--- src/rtl/lsu_pkg.sv ---
// lsu_pkg: access sizes, FSM states and word geometry shared by the load/store unit
package lsu_pkg;
   localparam int WORD_BYTES  = 8;
   localparam int OFFSET_BITS = 3;
   typedef enum logic [1:0] {SZ_B, SZ_H, SZ_W, SZ_D} size_e;
   typedef enum logic [1:0] {IDLE, ACCESS, WRITE, RESP} state_e;
   function automatic logic [OFFSET_BITS-1:0] align_mask(size_e s);
      return OFFSET_BITS'((1 << s) - 1);
   endfunction
endpackage

--- src/rtl/lsu_load_extract.sv ---
// lsu_load_extract: selects the addressed lanes of a memory word and sign/zero-extends them
module lsu_load_extract
   import lsu_pkg::*;
#(
   parameter int DATA_WIDTH = 64
) (
   input  logic [DATA_WIDTH-1:0]  word,
   input  logic [OFFSET_BITS-1:0] offset,
   input  size_e                  size,
   input  logic                   zext,
   output logic [DATA_WIDTH-1:0]  data
);
   logic [DATA_WIDTH-1:0] sh;
   assign sh = word >> {offset, 3'b000};
   always_comb
      data = size == SZ_B ? {{(DATA_WIDTH-8){~zext & sh[7]}}, sh[7:0]} :
             size == SZ_H ? {{(DATA_WIDTH-16){~zext & sh[15]}}, sh[15:0]} :
             size == SZ_W ? {{(DATA_WIDTH-32){~zext & sh[31]}}, sh[31:0]} : word;
endmodule

--- src/rtl/load_store_unit.sv ---
// load_store_unit: single-outstanding byte/half/word/double load-store to a 64-bit word memory
// define LSU_MISALIGN_CHECK_EN to reject misaligned accesses instead of truncating the address
module load_store_unit
   import lsu_pkg::*;
#(
   parameter int ADDR_WIDTH = 64,
   parameter int DATA_WIDTH = 64
) (
   input  logic                  clk_in,
   input  logic                  reset_n_in,
   input  logic                  req_valid_in,
   output logic                  req_ready_out,
   input  logic                  req_write_in,
   input  logic [1:0]            req_size_in,
   input  logic                  req_unsigned_in,
   input  logic [ADDR_WIDTH-1:0] req_addr_in,
   input  logic [DATA_WIDTH-1:0] req_wdata_in,
   output logic                  resp_valid_out,
   output logic [DATA_WIDTH-1:0] resp_rdata_out,
   output logic                  resp_error_out,
   output logic [ADDR_WIDTH-1:0] mem_address_out,
   output logic [DATA_WIDTH-1:0] mem_data_out,
   input  logic [DATA_WIDTH-1:0] mem_data_in,
   output logic                  mem_writeEnable_out,
   output logic                  mem_readEnable_out
);
   state_e                 state;
   size_e                  size, req_size;
   logic                   write, zext, is_double, sub_store, bad;
   logic [ADDR_WIDTH-1:0]  addr;
   logic [DATA_WIDTH-1:0]  wdata, word, ext, lane_mask, merged;
   logic [OFFSET_BITS-1:0] req_low, off;
   assign req_size = size_e'(req_size_in);
`ifdef LSU_MISALIGN_CHECK_EN
   assign req_low = req_addr_in[OFFSET_BITS-1:0];
   assign bad     = |(req_low & align_mask(req_size));
`else
   assign req_low = req_addr_in[OFFSET_BITS-1:0] & ~align_mask(req_size);
   assign bad     = 1'b0;
`endif
   assign off                 = addr[OFFSET_BITS-1:0];
   assign is_double           = size == SZ_D;
   assign sub_store           = write && !is_double;
   assign req_ready_out       = state == IDLE;
   assign mem_readEnable_out  = state == ACCESS && !(write && is_double);
   assign mem_writeEnable_out = state == WRITE || (state == ACCESS && write && is_double);
   assign mem_address_out     = {addr[ADDR_WIDTH-1:OFFSET_BITS], {OFFSET_BITS{1'b0}}};
   assign mem_data_out        = state == WRITE ? word : wdata;
   always_comb begin
      lane_mask = '0;
      for (int k = 0; k < WORD_BYTES; k++)
         lane_mask[8*k+:8] = (k >= int'(off) && k < int'(off) + (1 << size)) ? 8'hFF : 8'h00;
   end
   // read-modify-write merge: untouched lanes keep the memory contents
   assign merged = (mem_data_in & ~lane_mask) | ((wdata << {off, 3'b000}) & lane_mask);
   lsu_load_extract #(.DATA_WIDTH(DATA_WIDTH)) u_extract (
      .word   (mem_data_in),
      .offset (off),
      .size   (size),
      .zext   (zext),
      .data   (ext)
   );
   always_ff @(posedge clk_in or negedge reset_n_in)
      if (!reset_n_in) begin
         state          <= IDLE;
         size           <= SZ_B;
         write          <= 1'b0;
         zext           <= 1'b0;
         addr           <= '0;
         wdata          <= '0;
         word           <= '0;
         resp_valid_out <= 1'b0;
         resp_rdata_out <= '0;
         resp_error_out <= 1'b0;
      end else
         case (state)
            IDLE:
               if (req_valid_in) begin
                  size           <= req_size;
                  write          <= req_write_in;
                  zext           <= req_unsigned_in;
                  wdata          <= req_wdata_in;
                  addr           <= {req_addr_in[ADDR_WIDTH-1:OFFSET_BITS], req_low};
                  resp_rdata_out <= '0;
                  resp_error_out <= bad;
                  resp_valid_out <= bad;
                  state          <= bad ? RESP : ACCESS;
               end
            ACCESS: begin
               word           <= merged;
               resp_rdata_out <= write ? '0 : ext;
               resp_valid_out <= !sub_store;
               state          <= sub_store ? WRITE : RESP;
            end
            WRITE: begin
               resp_valid_out <= 1'b1;
               state          <= RESP;
            end
            RESP: begin
               resp_valid_out <= 1'b0;
               resp_error_out <= 1'b0;
               state          <= IDLE;
            end
         endcase
endmodule
--- config.mk ---
export PLATFORM = sky130hd
export DESIGN_NAME = load_store_unit
export DESIGN_NICKNAME = d
export VERILOG_FILES = /design/src/rtl/lsu_pkg.sv /design/src/rtl/lsu_load_extract.sv /design/src/rtl/load_store_unit.sv
export SDC_FILE = /design/constraint.sdc
export NUM_CORES = 1
export LEC_CHECK = 0
export CAP_MARGIN = 15
export CORE_MARGIN = 2
export CORE_UTILIZATION = 47
export CTS_BUF_LIST = sky130_fd_sc_hd__clkbuf_2
export CTS_CLUSTER_DIAMETER = 40
export DETAILED_ROUTE_END_ITERATION = 12
export GPL_TIMING_DRIVEN = 1
export PLACE_DENSITY_LB_ADDON = 0.25
export SLEW_MARGIN = 20
export SYNTH_ARGS = -nofsm -noshare
export SYNTH_HDL_FRONTEND = slang
export SYNTH_SLANG_ARGS = --single-unit
--- constraint.sdc ---
create_clock -name clk_in -period 3.2 [get_ports clk_in]
set_clock_uncertainty 0.15 [all_clocks]
set_input_delay 0.32 -clock clk_in [delete_from_list [all_inputs] [get_ports clk_in]]
set_output_delay 0.32 -clock clk_in [all_outputs]
set_load 0.1 [all_outputs]
### Word level (Yosys, flattened, before mapping)

Index checks and enable logic that the tools add are counted.
Widths: inputs -> output; s select.

| operators by class | value |
|---|---|
| add/subtract/negate cells | 2 |
| magnitude comparators | 15 |
| eq/ne operators | 7 |
| shifts and indexed selects | 4 |
| muxes and demuxes | 21 |
| bitwise operators | 10 |
| reductions and logical operators | 23 |

Operators by type and width:

| operator | count |
|---|---|
| $mux 64 | 6 |
| $and 64x64->64 | 2 |
| $lt 4x32->1 const A | 4 |
| $pmux 64 s2 | 1 |
| $lt 3x32->1 const A | 2 |
| $mux 8 | 8 |
| $not 64->64 | 1 |
| $or 64x64->64 | 1 |
| $shl 64x6->64 | 1 |
| $shr 64x6->32 | 1 |
| $add 4x32->32 | 1 |
| $lt 1x32->1 const A | 1 |
| $lt 2x32->1 const A | 1 |
| $shl 1x2->32 const A | 1 |
| $logic_and 1x1->1 | 12 |
| $ge 3x3->1 const A | 3 |
| $eq 2x2->1 const B | 4 |
| $pmux 2 s4 | 1 |
| $ge 1x3->1 const A | 2 |
| $ge 2x3->1 const A | 2 |
| $reduce_and 2->1 | 3 |
| $eq 2x1->1 const B | 2 |
| $logic_not 2->1 | 2 |
| $pmux 1 s4 | 1 |
| 13 further kinds | 19 |

| word-level totals | value |
|---|---|
| register bits | 264 |
| bits of input ports | 199 |
| output and inout port bits | 197 |

### Depth between registers and ports, before layout

| logic depth | value |
|---|---|
| depth in word-level cells | 8 |
| depth in mapped cells | 14 |
| depth with buffers taken out | 8 |

### Hierarchy

Synthesis repeated with hierarchy kept, for this count alone.

| second synthesis, totals | value |
|---|---|
| cell total of the unflattened synthesis | 1682 |
| area total of the unflattened synthesis | 17077.6 um2 |

By module, submodules not included:

| module | instances | cells each | area an instance (um2) |
|---|---|---|---|
| load_store_unit | 1 | 1335 | 14584.0 |
| lsu_load_extract | 1 | 347 | 2493.6 |

### Worst setup path before layout

OpenSTA, ideal clock, no wires.

| timing path | value |
|---|---|
| kind | register to register |
| from | reg size[1] |
| to | reg word[32] |
| library setup time | 95 ps |
| arrival time | 3261 ps |
| data required time | 2955 ps |
| slack | -307 ps |
| cell stages (with the launch flop) | 13 |
| cell sequence | dfrtp_1 -> buf_2 -> clkbuf_1 -> clkbuf_1 -> clkbuf_1 -> nor2_1 -> ha_1 -> fa_1 -> clkbuf_1 -> or2_2 -> a22oi_1 -> nor3_1 -> o31ai_1 |

| on the way | value |
|---|---|
| longest elaborated chain between the ends | 8 |
| elaborated cells on any way between the ends | 9 |
| those cells by class | add/sub (1); order compare (1); shift (1); mux (1); bitwise (4); reduce/logical (1) |

RTL lines:

| what | RTL line | RTL |
|---|---|---|
| start: declaration | load_store_unit.sv:28 | `size_e size, req_size;` |
| start signal: assignment | load_store_unit.sv:79 | `size <= req_size;` |
| $shl 1x2->32 (*) | load_store_unit.sv:52 | `lane_mask[8*k+:8] = (k >= int'(off) && k < int'(off) + (1 << size)) ? 8'hFF : 8'h00;` |
| $add 4x32->32 (*) | load_store_unit.sv:52 |  |
| $lt 4x32->1 (*) | load_store_unit.sv:52 |  |
| $logic_and 1x1->1 (*) | load_store_unit.sv:52 |  |
| $mux 8 (*) | load_store_unit.sv:52 |  |
| $not 64->64 | load_store_unit.sv:55 | `assign merged = (mem_data_in & ~lane_mask) \| ((wdata << {off, 3'b000}) & lane_mask);` |
| $and 64x64->64 | load_store_unit.sv:55 |  |
| $or 64x64->64 (*) | load_store_unit.sv:55 |  |
| end signal: assignment | load_store_unit.sv:90 | `word <= merged;` |
| end: declaration | load_store_unit.sv:31 | `logic [DATA_WIDTH-1:0] wdata, word, ext, lane_mask, merged;` |

Every way passes the cells marked *; elsewhere a longest branch is shown, timed or not.
A chain may end at the register's enable or synchronous reset.

### Worst setup path after layout

| timing path | value |
|---|---|
| from | reg size[0] |
| to | out mem_writeEnable_out |

| on the way | value |
|---|---|
| longest elaborated chain between the ends | 3 |

RTL lines:

| what | RTL line | RTL |
|---|---|---|
| $eq 2x2->1 | load_store_unit.sv:42 | `assign is_double = size == SZ_D;` |
| $logic_and 1x1->1 | load_store_unit.sv:46 | `assign mem_writeEnable_out = state == WRITE \|\| (state == ACCESS && write && is_double);` |
| $logic_or 1x1->1 | load_store_unit.sv:46 |  |
| end: declaration | load_store_unit.sv:24 | `output logic mem_writeEnable_out,` |

No other way between the ends.

==> results.cfg <==
[clock_network]
cts_buffers = 77
cts_sinks = 263
cts.reportedPaths.clkPinSlew_ps = 110
insertion_delay_ps = 1010
root_buffer = clkbuf_2
cts_buffer_depth = 3
cts_tree = built
ctsHtreeMaxLevel = 3

[sta]
tightest_slew_ps = 1139
period_share_pct = 96.21
fmax_ghz = 0.3248
setup_viol = 0
fin_tns_setup_ps = 0
rsz0062_at_grt = no
drv_slew = 0
final-hold-violation-count = 0
max_slew_margin_pct = 23.45
min_period_ps = 3079

[placed_design]
gp_congestion = 0.9455
dpl_cell_area_mm2 = 0.01983
port_buffers = 391
dp_hpwl_um = 44560

[job]
max-cap-violations = 0

[grt]
grt.total_usage_pct = 35.43
grt_pass1_vias = 15505
grt_max_degree = 93
antenna_found_initial = 2
gr-total-overflow = 0
grt_first_pass_wirelength_um = 95450

[final_layout]
final_cell_mix = 260 x dfrtp_1, 251 x clkdlybuf4s50_1, 211 x mux2_2, 200 x buf_4, 157 x dlygate4sd3_1
fin_area_mm2 = 0.02217
final.fill_count = 2611
nNetsFinal = 2230
syn_to_final_growth_pct = 38.11
seqCellArea_mm2 = 0.006590
multi_input_area_mm2 = 0.008327
layout-drive-gt1-share_pct = 29.78
final_common_cell = dfrtp_1

[detailed_routing]
drc = 0
ant_nets = 0
wl_per_cell_um = 25.08
vias = 15245
first_pass_iters = 5
viasPerCell = 6.019
routed_wl_um = 63520
drtIter0Drc = 1419

[critical_path]
cp.arrival_ps = 2610
path_max_fanout = 20
cpPeakStageDelay_ps = 380
worstSetupPathType = reg2out
cp_common_cell = buf_4
startpoint_type = flip-flop
path_delay_family = buffers and inverters
critPathBufInv = 3
cp-end-kind = primary output
critPathSlowestCell = dfrtp_1
cp_cell_sequence = buf_4 -> and2_1 -> buf_4 -> a31o_2 -> buf_12
required_ps = 2730

[synthesis]
ys_warn_count = 0
seq_area_frac_synth_pct = 40.99
syn-instance-count = 1516
syn_area_mm2 = 0.01605
yosys_register_bits = 263
synth_cell_types = 71
async_flop_share_pct = 100.0
synth_edf_count = 0
synthFlopType = dfrtp_1
synth_area_per_cell_um2 = 10.59

[floorplan]
std_cell_rows = 67
dieArea_mm2 = 0.03565
die_w_um = 188.8
core_mm2 = 0.03362
ios = 396
die_height_um = 188.8
start_util_pct = 47.76

[run_status]
status = finished clean

[worst_hold_path]
hold_path.class = in2reg
## final timing paths
path | start | slack, ps | end | cells after the start
min reg2reg | resp_rdata_out[30]$_DFFE_PN0P_ | 340 | resp_rdata_out[30]$_DFFE_PN0P_ | 2
max | size[0]$_DFFE_PN0P_ | 120 | mem_writeEnable_out | 5
min in group asynchronous | reset_n_in | 350 | word[14]$_DFFE_PN0P_ | 4
min | mem_data_in[60] | 60 | resp_rdata_out[60]$_DFFE_PN0P_ | 3
max reg2reg | addr[0]$_DFFE_PN0P_ | 190 | word[20]$_DFFE_PN0P_ | 7
max in group asynchronous | reset_n_in | 2130 | word[62]$_DFFE_PN0P_ | 4
## worst min-delay path, cell delays in order
cell and delay [ps]:
clkdlybuf4s50_1 550, nor2_1 180, o41ai_2 80
## synth_stat cells, drive strengths merged, types with 2 or more instances
cell	instances	area [um2]
o41ai	24	330.3
a22o	33	289.0
a2bb2oi	7	67.56
mux2	211	2376
a211oi	24	180.2
nand2	142	533.0
o31ai	15	126.4
xnor2	3	26.28
o21ai	68	340.3
buf	124	837.1
and2	10	62.56
a21o	3	22.52
o2bb2ai	6	52.55
a32oi	6	52.55
o311ai	12	105.1
nor2b	12	75.07
a22oi	12	95.09
o21a	11	82.58
mux4	26	585.6
or2	4	25.02
a31oi	2	18.77
dfrtp	263	6581
nand2b	5	31.28
nor3	16	96.35
clkbuf	73	274.0
a21oi	63	326.6
nor2	92	345.3
o211ai	30	225.2
a221oi	8	70.07
a31o	2	17.52
nand4	16	100.1
o221a	3	42.54
a32o	14	140.1
o221ai	24	210.2
o22ai	16	100.1
inv	27	101.4
a221o	4	40.04
mux2i	83	830.8
ha	5	62.56
a2111oi	4	55.06
## routing by layer
metal  GRT usage, %  vias to the layer above  routed length (um)
li1               -                     6654                   -
met5              0                        -                   0
met3          9.275                      181                5979
met2          55.49                      888               29220
met4          15.69                        0                2777
met1          46.32                     7522               25540
## sequential cells by signal, summed over array words and instances (netlist names)
name,flops
state,2
resp_valid_out,1
zext,1
word,64
write,1
wdata,64
resp_rdata_out,64
addr,64
size,2
## per-stage QoR
step,hold slack [ps],cells,utilization [%],worst slack [ps]
3_3_place_gp,216.4,2234,59.00,354.4
3_5_place_dp,217.7,2234,59.00,282.6
5_1_grt,9.958,2531,65.94,8.108
6_report,56.31,2533,65.96,121.3
2_1_floorplan,-125.6,1519,-,48.49
4_1_cts,3.210,2530,65.90,2.148
## area by class of cell
type                            count  area share, %
Tap cell                          448          2.528
Timing Repair Buffer              624          26.61
Sequential cell                   263          29.72
Inverter                           27         0.4571
Clock inverter                     29         0.6828
Multi-Input combinational cell   1032          37.55
Antenna cell                        3        0.03386
Clock buffer                      107          2.415
## what timing repair did
action,in CTS,in global routing
setup endpoints to repair,57,10
buffers inserted,2,0
hold endpoints to repair,417,0
hold buffers,158,0
gates resized for setup,3,3
## cell families after synthesis
group | share of synthesized area [%]
muxes | 23.62
adders and majority gates | 0.5144
xor gates and xnor gates | 0.1637
other | 0.02336
AOI/OAI and AO/OA | 18.95
and+or+nand+nor | 8.183
buffers and inverters | 7.552
DFF | 40.99
Power is not shown: default switching activity piles up to over one toggle a cycle in this logic, so the estimate is an artifact.
